## src/rtl/axi_master_burst_write.sv

```systemverilog
`default_nettype none
// ============================================================================
//  Module      : axi_master_burst_write
//  Description : AXI4 write-only master with INCR burst support. Accepts a
//                start request (address + AXI-encoded length), issues one AW
//                transfer, streams the beats from an upstream valid/ready
//                source onto the W channel, and reports completion together
//                with the captured B response.
//  Revision    : 1.0 - initial burst-capable release
// ----------------------------------------------------------------------------
//  Ports
//    clk, arstn                 clock (rising edge), async active-low reset
//    i_start_write              start pulse, only sampled while idle
//    i_addr, i_len              burst start address, beats minus one
//    i_wdata, i_wvalid, o_wready upstream beat stream
//    o_busy                     high whenever a burst is in flight
//    o_done                     one-cycle pulse after the B handshake
//    o_resp                     last captured B_RESP, held until next capture
//    AW_* / W_* / B_*           AXI4 write address, data and response channels
// ============================================================================
module axi_master_burst_write #(
  parameter int AXI_ADDR_WIDTH = 64,
  parameter int AXI_DATA_WIDTH = 32,
  parameter int MAX_BURST_LEN  = 16
) (
  input  logic                        clk,
  input  logic                        arstn,

  // request / upstream side
  input  logic                        i_start_write,
  input  logic [AXI_ADDR_WIDTH-1:0]   i_addr,
  input  logic [7:0]                  i_len,
  input  logic [AXI_DATA_WIDTH-1:0]   i_wdata,
  input  logic                        i_wvalid,
  output logic                        o_wready,
  output logic                        o_busy,
  output logic                        o_done,
  output logic [1:0]                  o_resp,

  // AXI4 write address channel
  input  logic                        AW_READY,
  output logic                        AW_VALID,
  output logic [2:0]                  AW_PROT,
  output logic [AXI_ADDR_WIDTH-1:0]   AW_ADDR,
  output logic [7:0]                  AW_LEN,
  output logic [2:0]                  AW_SIZE,
  output logic [1:0]                  AW_BURST,

  // AXI4 write data channel
  input  logic                        W_READY,
  output logic [AXI_DATA_WIDTH-1:0]   W_DATA,
  output logic [AXI_DATA_WIDTH/8-1:0] W_STRB,
  output logic                        W_LAST,
  output logic                        W_VALID,

  // AXI4 write response channel
  input  logic [1:0]                  B_RESP,
  input  logic                        B_VALID,
  output logic                        B_READY
);

  // --------------------------------------------------------------------------
  // Constants
  // --------------------------------------------------------------------------
  // Counter holds 0..AW_LEN+1, so one extra bit over the max beat index.
  localparam int                 c_cnt_w   = $clog2(MAX_BURST_LEN) + 1;
  localparam logic [c_cnt_w-1:0] c_cnt_one = c_cnt_w'(1);
  localparam logic [7:0]         c_max_len = 8'(MAX_BURST_LEN - 1);

  localparam logic [1:0] c_st_idle = 2'd0;
  localparam logic [1:0] c_st_addr = 2'd1;
  localparam logic [1:0] c_st_data = 2'd2;
  localparam logic [1:0] c_st_resp = 2'd3;

  // --------------------------------------------------------------------------
  // State
  // --------------------------------------------------------------------------
  logic [1:0]                r_state;
  logic [AXI_ADDR_WIDTH-1:0] r_aw_addr;
  logic [7:0]                r_aw_len;
  logic                      r_aw_valid;
  logic [c_cnt_w-1:0]        r_count;
  logic                      r_done;
  logic [1:0]                r_resp;

  logic                      w_in_data;
  logic                      w_w_hs;
  logic                      w_last;
  logic [7:0]                w_len_clamped;

  // Requests longer than the supported burst are truncated, not rejected.
  assign w_len_clamped = (i_len > c_max_len) ? c_max_len : i_len;

  assign w_in_data = (r_state == c_st_data);

  // Both sides widened to 9 bits so any counter width compares cleanly.
  assign w_last = (9'(r_count) == 9'(r_aw_len));

  // W is a pure pass-through of the upstream handshake while in DATA, so an
  // upstream bubble is a W bubble and W_VALID can never rise on its own.
  assign w_w_hs = w_in_data && i_wvalid && W_READY;

  // --------------------------------------------------------------------------
  // Control FSM
  // --------------------------------------------------------------------------
  always_ff @(posedge clk or negedge arstn) begin
    if (!arstn) begin
      r_state    <= c_st_idle;
      r_aw_addr  <= '0;
      r_aw_len   <= '0;
      r_aw_valid <= 1'b0;
      r_count    <= '0;
      r_done     <= 1'b0;
      r_resp     <= 2'b00;
    end else begin
      r_done <= 1'b0;
      case (r_state)
        c_st_idle: begin
          if (i_start_write) begin
            r_aw_addr  <= i_addr;
            r_aw_len   <= w_len_clamped;
            r_count    <= '0;
            r_aw_valid <= 1'b1;
            r_state    <= c_st_addr;
          end
        end
        c_st_addr: begin
          // AW_VALID is held high here, so AW_READY alone completes the transfer.
          if (AW_READY) begin
            r_aw_valid <= 1'b0;
            r_state    <= c_st_data;
          end
        end
        c_st_data: begin
          if (w_w_hs) begin
            r_count <= r_count + c_cnt_one;
            if (w_last) begin
              r_state <= c_st_resp;
            end
          end
        end
        c_st_resp: begin
          if (B_VALID) begin
            r_resp  <= B_RESP;
            r_done  <= 1'b1;
            r_state <= c_st_idle;
          end
        end
        default: begin
          r_state <= c_st_idle;
        end
      endcase
    end
  end

  // --------------------------------------------------------------------------
  // Outputs
  // --------------------------------------------------------------------------
  assign AW_VALID = r_aw_valid;
  assign AW_ADDR  = r_aw_addr;
  assign AW_LEN   = r_aw_len;
  assign AW_PROT  = 3'b000;
  assign AW_BURST = 2'b01;
  assign AW_SIZE  = 3'($clog2(AXI_DATA_WIDTH / 8));

  assign W_VALID  = w_in_data && i_wvalid;
  assign W_DATA   = i_wdata;
  assign W_STRB   = '1;
  assign W_LAST   = w_in_data && w_last;
  assign o_wready = w_in_data && W_READY;

  assign B_READY  = (r_state == c_st_resp);

  assign o_busy   = (r_state != c_st_idle);
  assign o_done   = r_done;
  assign o_resp   = r_resp;

endmodule
`default_nettype wire

```

## config.mk

```make
export PLATFORM = sky130hd
export DESIGN_NAME = axi_master_burst_write
export DESIGN_NICKNAME = d
export VERILOG_FILES = /design/src/rtl/axi_master_burst_write.sv
export SDC_FILE = /design/constraint.sdc
export NUM_CORES = 1
export LEC_CHECK = 0
export CAP_MARGIN = 20
export CORE_MARGIN = 2
export CORE_UTILIZATION = 45
export CTS_BUF_LIST = sky130_fd_sc_hd__clkbuf_16
export DETAILED_ROUTE_END_ITERATION = 16
export DONT_BUFFER_PORTS = 1
export PLACE_DENSITY_LB_ADDON = 0.3
export SETUP_SLACK_MARGIN = 0.3
export SLEW_MARGIN = 20
export SYNTH_ARGS = -nofsm -noshare
export SYNTH_HDL_FRONTEND = slang
export SYNTH_SLANG_ARGS = --single-unit
```

## constraint.sdc

```tcl
create_clock -name clk -period 1.8 [get_ports clk]
set_input_delay 0.45 -clock clk [delete_from_list [all_inputs] [get_ports clk]]
set_output_delay 0.45 -clock clk [all_outputs]
set_load 0.01 [all_outputs]
```

; After elaboration in Yosys (flattened, before gate mapping)
; Index checks and enable logic that the tools add are counted.
[classes]
addsub = 1
order_cmp = 1
n_eq_ne = 9
muxes = 15
n_reduce_logical = 13
[op_table]
columns = cell, count
row1 = 2-bit 2-to-1 mux, 5
row2 = 5-bit 2-to-1 mux, 2
row3 = 5-bit one-hot mux with 2 select lines, 1
row4 = 5-bit by 8-bit == test with 1-bit output, 1
row5 = 8-bit by 4-bit > comparator with 1-bit output (second input constant), 1
row6 = 8-bit 2-to-1 mux, 1
row7 = 2-bit one-hot mux with 4 select lines, 1
row8 = 2-bit inequality test (second input constant), 3
row9 = 3-bit AND reduction, 2
row10 = 2-bit nonzero test, 3
row11 = 5-bit by 1-bit adder with 5-bit output (second input constant), 1
row12 = 5-bit AND reduction, 1
row13 = 2-bit == test (second input constant), 2
row14 = 1-bit logical AND, 4
row15 = 1-bit 2-to-1 mux, 4
row16 = 2-bit by 1-bit inequality test with 1-bit output (second input constant), 2
row17 = 2-bit AND reduction, 2
row18 = 2-bit by 1-bit == test with 1-bit output (second input constant), 1
row19 = 2-bit zero test, 1
row20 = 1-bit one-hot mux with 2 select lines, 1
[totals]
register_bits = 83
inputBits = 113

; Logic depth before layout (Yosys ltp)
[logic_depth]
word_depth = 5
depth_mapped = 8

; Worst setup path after synthesis
; No wires, ideal clock.
[synth_timing]
kind = register to output
from = register r_aw_len[5] (netlist: AW_LEN[5])
to = output port W_LAST
arrival_time_ns = 1.249
slack_ns = 0.101
path_stages_with_launch = 3
path_buffers = 0
path_cell_list = dfrtp_1 > or3_4 > nor4b_1
[synth_between]
elab_chain_cells = 2
[synth_rtl]
columns = item, line_no
row1 = "start, declared", 80  ; logic [7:0] r_aw_len;
row2 = "start signal, assigned", 121  ; r_aw_len <= w_len_clamped;
row3 = 5-bit by 8-bit == test with 1-bit output, 97  ; assign w_last = (9'(r_count) == 9'(r_aw_len));
row4 = 1-bit logical AND, 169  ; assign W_LAST = w_in_data && w_last;
row5 = "end, declared", 53  ; output logic W_LAST,
; Every way passes these cells.

; Worst setup path after layout
[layout_timing]
from = register r_aw_len[6] (netlist: AW_LEN[6])
to = output port W_LAST
; The elaborated chain is that of the path after synthesis.

==> flow_summary_export.csv <==
group,metric,value,unit
layout,mostFrequentLayoutCell,"nand2_1",
sta,skew,0.00713,ns
clocking,numCtsBuffers,9,
routing,drt-vias-per-instance,5.06,
global_route,grt_usage,17.6,%
critical_path,r2r-end,"r_state[1]",
critical_path,end_kind,"primary output",
status,status,"finished, violations left",
layout,final_util,60.8,%
placed_design,hpwlAfterDp,5.41,mm
clocking,clk_latency,0.34,ns
layout,final_cell_mix,"nand2_1 (110), dfrtp_1 (82), nand2_2 (60)",
sta,finalCritPeriodShare,111,%
routing,ant_nets,0,
critical_path,crit_fanout,3,
die,chipHeight,94.3,um
power,p_switching,3150,uW
synthesis,synth_warnings,0,
hold_path,hold_class,"in2async",
power,swShare,38.1,%
placed_design,gp_congestion,0.715,
sta,hold_ws,-0.198,ns
layout,drive_gt1_share,39.9,%
synthesis,syn_area,3670,um^2
synthesis,ys_ff_latch,83,
power,pwr-share-seq,43.2,%
synthesis,synthCells,404,
power,vdd.ir_drop.worst,0.000749,V
die,rows,32,
global_route,grt_pass1_wl,11.8,mm
routing,wl_per_cell,18.9,um
global_route,grt_max_degree,84,
die,io_pins,238,
sta,setup_viol,2,
routing,drc,0,
layout,area_growth,29.4,%
critical_path,worstPathCellList,"or3_4 > nor4b_4",
critical_path,r2r_slack,-0.01,ns
synthesis,ys_seq_area_share,56.6,%
critical_path,cpMaxStageDelayCell,"dfrtp_1",
power,p_int,5120,uW
global_route,grt_pass1_vias,2518,
critical_path,r2r_cells,4,
die,die_w,94.3,um
die,core-area,7810,um^2
global_route,antenna_found_initial,0,
power,clockPowerShare,21.5,%
synthesis,synth_area_leaders,"dfrtp_1 (57%), nand2_1 (20%), buf_4 (9.0%)",
sta,drv_slew,0,
sta,layout_setup_ws,-0.200,ns
sta,period_needed,2.00,ns
critical_path,critical_path_buf_inv_count,0,
synthesis,avgSynthCellArea,9.09,um^2
sta,fmax,500,MHz
status,violations,"negative hold slack, negative setup slack",
critical_path,start_kind,"flip-flop",
placed_design,place_ws,0.0502,ns
layout,num-fill-cells,636,
power,leakagePower,0.00249,uW
placed_design,numPortBuffers,0,
routing,dr.pass1.iters,4,
synthesis,synth_top_area_cell,"dfrtp_1",
clocking,root_buffer,"clkbuf_16",
critical_path,cp_slowest_stage_delay,0.43,ns
die,start_util,47.0,%
power,power.density,1740,nW/um^2
clocking,htreeDepth,3,
sta,hold_viol,83,
layout,fin_nets,520,
clocking,cts_sinks,83,
sta,grt_setup_unrepaired,"true",
critical_path,cp.required,1.35,ns
routing,drt_iter0_markers,66,
clocking,cts.clk_slew.worst_paths,0.06,ns
routing,vias,2570,
synthesis,synth.top_cell.area_share,56.6,%
run,maxCapViolCount,0,
clocking,cts_tree,"yes",
clocking,clockBufferDepth,2,
critical_path,worstPathArrival,1.55,ns
critical_path,path_class,"reg2out",
layout,final_cells,508,
critical_path,path_delay_family,"simple AND/OR/NAND/NOR gates",
routing,wl,9.59,mm
synthesis,ys_types,28,
power,comb_power_share,35.3,%
layout,diodes,0,
critical_path,regToRegStartpoint,"AW_LEN[6]",
global_route,grt.overflow.total,0,
placed_design,dpl.cell_count,467,
die,die_area,8900,um^2
-- repair_timing --
item | in CTS | in global routing
cloned | 0 | 13
buffers inserted | 6 | 6
endpoints found under the hold margin | 83 | 83
pin swaps | 6 | 96
resized for setup | 13 | 151
setup endpoints to repair | 24 | 52
-- worst reg2reg max path, stage by stage, from the launching register on --
cell	delay, ns
dfrtp_1	0.43
or3_4	0.43
o41ai_2	0.35
nand3_1	0.17
mux2_4	0.32
-- per-stage QoR --
step           power (uW)  setup TNS (ns)  area [um^2]
3_5_place_dp         5260               0         3560
6_report             8260          -0.209         4750
2_1_floorplan        4820               0         3730
3_3_place_gp         5170               0         3560
5_1_grt              8770          -0.391         4750
4_1_cts              7250          -0.215         3940
-- worst max path at each step --
stage	slack (ns)	from	depth (start not counted)	to
after global routing	-0.26	AW_LEN[6]	2	W_LAST
final	-0.20	AW_LEN[6]	2	W_LAST
after global placement	0.08	r_count[4]	5	r_state[1]
after CTS	-0.21	AW_LEN[6]	2	W_LAST
after floorplan	0.19	AW_LEN[3]	5	r_state[1]
after detailed placement	0.05	r_count[2]	5	r_state[1]
-- layer usage --
metal | GRT usage (%) | part of all wire (%)
met5 | 0 | 0
met4 | 10.1 | 2.3
met3 | 6.10 | 7.5
met2 | 31.1 | 52
met1 | 18.0 | 38
-- kinds of logic after synthesis --
logic type,Yosys count,synth area share (%)
buffers and inverters,67,11.4
adders and majority gates,6,2.04
DFF,83,56.6
and+or+nand+nor,223,24.1
AOI/OAI and AO/OA,11,2.42
other,2,0.205
xor gates and xnor gates,8,1.91
muxes,4,1.30
-- cell usage after synthesis --
master / number
buf_4: 44
nor2b_1: 1
xor2_1: 4
nand2b_1: 1
nand4_1: 3
nand2_1: 199
xnor2_1: 4
clkbuf_1: 14
mux2i_1: 1
a21oi_1: 1
o41ai_2: 1
inv_1: 7
o22a_1: 4
and2_1: 7
buf_2: 2
ha_1: 6
nor4b_1: 1
a32oi_1: 1
nor2_1: 6
nand3_1: 3
a21oi_2: 1
conb_1: 2
o21ai_1: 3
nor4_1: 1
mux2_1: 2
dfrtp_1: 83
or3_4: 1
mux2_4: 1
-- registers in the layout (all words and copies together), names as in the netlist --
register,flops
AW_ADDR,64
o_done,1
AW_LEN,8
r_count,5
o_resp,2
r_state,2
AW_VALID,1
-- area by class of cell --
type                            instances  area (um^2)  share of cell area [%]
Sequential cell                        83         2080                    43.7
Multi-Input combinational cell        265         1690                    35.7
Timing Repair Buffer                   35          538                    11.3
Clock buffer                            9          225                    4.74
Tap cell                              102          128                    2.69
Clock inverter                          7         61.3                    1.29
Inverter                                7         26.3                   0.553
-- power groups by stage --
| stage | Clock [uW] | Sequential [uW] | Combinational (uW) |
|---|---|---|---|
| floorplan | 0 | 3410 | 1410 |
| global placement | 0 | 3560 | 1600 |
| detailed placement | 0 | 3570 | 1700 |
| CTS | 1810 | 3570 | 1880 |
| global route | 1900 | 3670 | 3200 |
| finish | 1770 | 3570 | 2920 |
Note: power is estimated with default switching activity, not from simulation.
==> RTL change 1 (same flow settings) <==
Make the reset (`arstn`) synchronous in one clocked block. Comments in the files are not updated.
--- a/src/rtl/axi_master_burst_write.sv
+++ b/src/rtl/axi_master_burst_write.sv
@@ -105,3 +105,3 @@
   // --------------------------------------------------------------------------
-  always_ff @(posedge clk or negedge arstn) begin
+  always_ff @(posedge clk) begin
     if (!arstn) begin
Behaviour: differs if arstn is asserted again (counterexample within 4 cycles, from zero or initial values and one cycle with arstn low); with arstn held inactive, the same outputs for 4 cycles.
==> RTL change 1 against the original RTL <==
The flow finishes with violations (setup timing). Setup slack better by 0.12 ns. Critical path depth is 1 higher. Die area shrank 4.4%. Sequential share of layout area is 6.8 points lower. Total power down 10%. Count of clock-buffer cells in the layout did not move. Sequential cell count unchanged. Wire length up 3.7%. Via count grew 12%. Global-route usage up 0.52 points. Final area is 4.6% lower. Combinational power rose by 7.9%. Synthesized area is 4.6% lower. Critical path type unchanged. Largest cell class is now multi-input gates. Highest routed layer unchanged.
==> RTL change 1: results (changes against the original RTL) <==
post-place setup slack=0.0771 ns (+0.0270 ns); CP max FO=4 (+1); Num CTS Buffers=9 (unchanged); GRT Total Usage=0.181 (+0.00524); placer congestion estimate=0.786 (+10%); Static Leak=1.78 nW (-29%); Top FF cell, synth=dfxtp_1; Area after DPL=3380 µm² (-5.2%); vias in the first global route=2561 (+1.7%); leading post-synthesis cells by cell area=dfxtp_1 47%, nand2_1 15%, a21oi_1 9.7%; register area share after synthesis=0.474 (-0.0915); Synth async-reset ratio=0 (-1.00); CTS clk-pin slew, worst paths=0.06 ns (about the same); failing checks=setup timing; fraction of layout cells with a size suffix above 1=0.298 (-0.101); Hold Crit Class=in2reg; most common library cells after synthesis=138 x nand2_1, 83 x dfxtp_1, 68 x a21oi_1; Final setup viols=1 (-1); setup TNS=-0.0819 ns (+0.127 ns); first-pass GRT wire length=12300 µm (+4.1%); wire per inst=18.6 µm (-1.5%); Longest Clk Path Bufs=2 (unchanged); post-route setup slack=-0.0819 ns (+0.119 ns); DR vias/cell=5.36 (+5.9%); status=finished with violations; 1st-iter DRT viols=74 (+12%); via count=2867 (+12%); largest net degree at the start of global routing=40 (-52%); clk root buf=clkbuf_16; CP max-delay cell=nor4b_4; fin nets=547 (+5.2%); Cells after DPL=483 (+3.4%); Peak VDD IR=0.705 mV (-5.9%); slowest stage delay, CP=0.37 ns (-0.06 ns); Clock Skew=0.00775 ns (+0.000614 ns); Avg Cell Area, Syn=8.13 µm² (-11%); number of distinct library cells after synthesis=39 (+39%); Post-DP HPWL=5550 µm (+2.6%)
==> RTL change 1: cell count changes in the layout (fill, tap and decap cells not counted), moves of 5 or more <==
| cell | unedited run | this run |
|---|---|---|
| buf_4 | 7 | 12 |
| nand2_4 | 28 | 6 |
| dfxtp_1 | 0 | 74 |
| dfrtp_1 | 82 | 0 |
| nand2_2 | 60 | 10 |
| a21oi_1 | 1 | 51 |
| nand2_1 | 110 | 121 |
| a21oi_2 | 1 | 17 |
| dfxtp_2 | 0 | 8 |
==> RTL change 1: cells by family after synthesis <==
logic type | count (synthesis) | synth area share
AND/OR/NAND/NOR | 171 | 0.211
AO/OA/AOI/OAI | 84 | 0.137
flip-flops | 83 | 0.474
buffers and inverters | 75 | 0.128
XOR/XNOR | 8 | 0.0200
adder cells (fa/ha/maj) | 6 | 0.0214
other | 2 | 0.00214
multiplexers | 2 | 0.00607
==> RTL change 1: final cells by class <==
cell class	instances	area, µm²
inverter	7	33.8
sequential	83	1680
timing repair buffer	41	632
fill	689	3110
clock buffer	9	225
multi-input combinational	286	1780
clock inverter	7	61.3
tap	102	128
==> RTL change 1: timing repair <==
| item | CTS | global route |
|---|---|---|
| setup endpoints to repair | 11 | 81 |
| buffers inserted | 11 | 6 |
| gates cloned | 0 | 19 |
| resized for setup | 32 | 67 |
| endpoints found under the hold margin | 0 | 0 |
| pin swaps | 12 | 14 |
==> RTL change 1: worst paths after layout <==
| kind | slack [ns] | end | cells past startpoint | from |
|---|---|---|---|---|
| setup / recovery | -0.08 | W_LAST | 3 | r_count[2]$_SDFFE_PN0P_ |
| hold / removal | 0.24 | AW_ADDR[16]$_SDFFE_PN0P_ | 2 | i_addr[16] |
| setup reg to reg | 0.03 | r_state[0]$_SDFFE_PN0P_ | 7 | r_state[0]$_SDFFE_PN0P_ |
| hold reg to reg | 0.50 | AW_ADDR[26]$_SDFFE_PN0P_ | 2 | AW_ADDR[26]$_SDFFE_PN0P_ |
==> RTL change 1: worst register-to-register path: stages (launching register included) <==
cell	delay, ns
dfxtp_2	0.36
inv_4	0.05
buf_12	0.12
ha_4	0.16
and2b_2	0.21
a221oi_4	0.27
mux2_4	0.34
a311oi_2	0.17
==> RTL change 1: metal layers <==
| metal | wire (µm) | vias to the layer above | GRT usage |
|---|---|---|---|
| met1 | 3930 | 1368 | 0.201 |
| met2 | 5150 | 133 | 0.313 |
| li1 | - | 1350 | - |
| met4 | 151 | 0 | 0.0833 |
| met3 | 714 | 16 | 0.0608 |
| met5 | 0 | - | 0 |
==> RTL change 1: power by group <==
group	switching (mW)	leakage, nW	total (mW)	internal [mW]
Clock	0.705	0.143	1.76	1.06
Combinational	1.51	0.950	3.15	1.65
Sequential	0.352	0.684	2.50	2.14
Total	2.57	1.78	7.41	4.85
==> RTL change 2 (config.mk and constraints unchanged) <==
Without the edit above. The parameter `AXI_DATA_WIDTH` goes from 32 to 64.
--- a/src/rtl/axi_master_burst_write.sv
+++ b/src/rtl/axi_master_burst_write.sv
@@ -22,3 +22,3 @@
   parameter int AXI_ADDR_WIDTH = 64,
-  parameter int AXI_DATA_WIDTH = 32,
+  parameter int AXI_DATA_WIDTH = 64,
   parameter int MAX_BURST_LEN  = 16
Ports: changed (resized W_DATA, W_STRB and i_wdata); port bits go from 238 to 306. The function was not compared with the original's and may differ.
==> RTL change 2 against the original RTL <==
The run still ends with hold timing, setup timing left. Highest routed layer unchanged. Final area shrank 0.58%. Total power decreased by 1.6%. Synthesized area increased by 7.4%. Wire length is 1.5% higher. Sequential cell count stayed put. Setup slack better by 0.042 ns. Count of clock-buffer cells in the layout did not move.
==> RTL change 2: results (changes against the original RTL) <==
WL final=9730 µm (+1.5%); CP max FO=2 (-1); Peak VDD IR=0.652 mV (-13%); Finished Layout Cells=514 (+1.2%); placer congestion estimate=0.780 (+9.1%); first-pass GRT wire length=13200 µm (+11%); crit path launch=r_count[4]$_DFFE_PN0P_; Post-Synthesis Cells=440 (+8.9%); status=finished with violations; Final Hold Fails=83 (unchanged); register area share after synthesis=0.527 (-0.0388); Post-DP HPWL=6010 µm (+11%); Worst R2R Setup Slack=-0.12 ns (-0.11 ns); Cells after DPL=477 (+2.1%); Area after DPL=3610 µm² (+1.3%); crit path DAT=1.51 ns (-0.04 ns); DR vias/cell=5.05 (-0.17%); Clock Skew=0.00626 ns (-0.000870 ns); post-route setup slack=-0.159 ns (+0.0417 ns); fillers=723 (+14%); R2R depth=6 (+2); Final Hold Slack=-0.185 ns (+0.0139 ns); Static Leak=2.52 nW (+1.2%); vias in the first global route=2495 (-0.91%); Final setup viols=3 (+1); failing checks=hold timing, setup timing; GRT Total Usage=0.173 (-0.00293); most common library cells after synthesis=199 x nand2_1, 83 x dfrtp_1, 80 x buf_4
-- RTL change 2: changes by cell type after synthesis, sizes merged --
cell and delta:
buf +36
-- RTL change 2: cells by family after synthesis --
| logic type | share of synthesized area |
|---|---|
| simple gates | 0.225 |
| buf+inv | 0.175 |
| flops | 0.527 |
| compound gates | 0.0225 |
| xor+xnor | 0.0178 |
| fa+ha+maj | 0.0190 |
| mux | 0.0121 |
| other cells | 0.00191 |
-- RTL change 2: metal layers --
metal | global-route usage | vias to the layer above | wire (µm)
li1 | - | 1174 | -
met1 | 0.201 | 1239 | 3620
met2 | 0.282 | 159 | 5030
met3 | 0.0799 | 24 | 879
met4 | 0.0598 | 0 | 198
met5 | 0.00549 | - | 0
-- RTL change 2: worst register-to-register path: stages, from the launching register on --
cell and delay [ns]:
dfrtp_1 0.39, xnor2_1 0.20, nand4_1 0.20, buf_4 0.19, o41ai_2 0.32, nand3_1 0.18, mux2_4 0.32
-- RTL change 2: worst min-delay path by stage --
stage               start                 endpoint  slack, ns
global placement    arstn    AW_LEN[7]$_DFFE_PN0P_       0.16
detailed placement  arstn    AW_LEN[7]$_DFFE_PN0P_       0.16
CTS                 arstn  AW_ADDR[50]$_DFFE_PN0P_      -0.20
floorplan           arstn   AW_ADDR[0]$_DFFE_PN0P_       0.15
global route        arstn    AW_LEN[5]$_DFFE_PN0P_      -0.20
finish              arstn    AW_LEN[0]$_DFFE_PN0P_      -0.18
-- RTL change 2: report_power, final --
group	switching (mW)	internal (mW)
combinational	1.48	1.28
clock	0.720	1.07
sequential	0.941	2.64
total	3.14	4.99
-- RTL change 2: final cells by class --
cell class / instances / area (µm²) / area share
clock buffer: 9 / 225 / 0.0477
clock inverter: 7 / 70.1 / 0.0148
inverter: 7 / 26.3 / 0.00556
multi-input combinational: 268 / 1760 / 0.374
sequential: 83 / 2080 / 0.440
tap: 108 / 135 / 0.0286
timing repair buffer: 32 / 424 / 0.0898
-- RTL change 2: repair_timing --
action,4_1_cts,5_1_grt
endpoints found under the setup margin,11,75
setup buffers,7,7
pin swaps,6,112
hold endpoints to repair,83,83
resized for setup,11,157
gates cloned,0,7
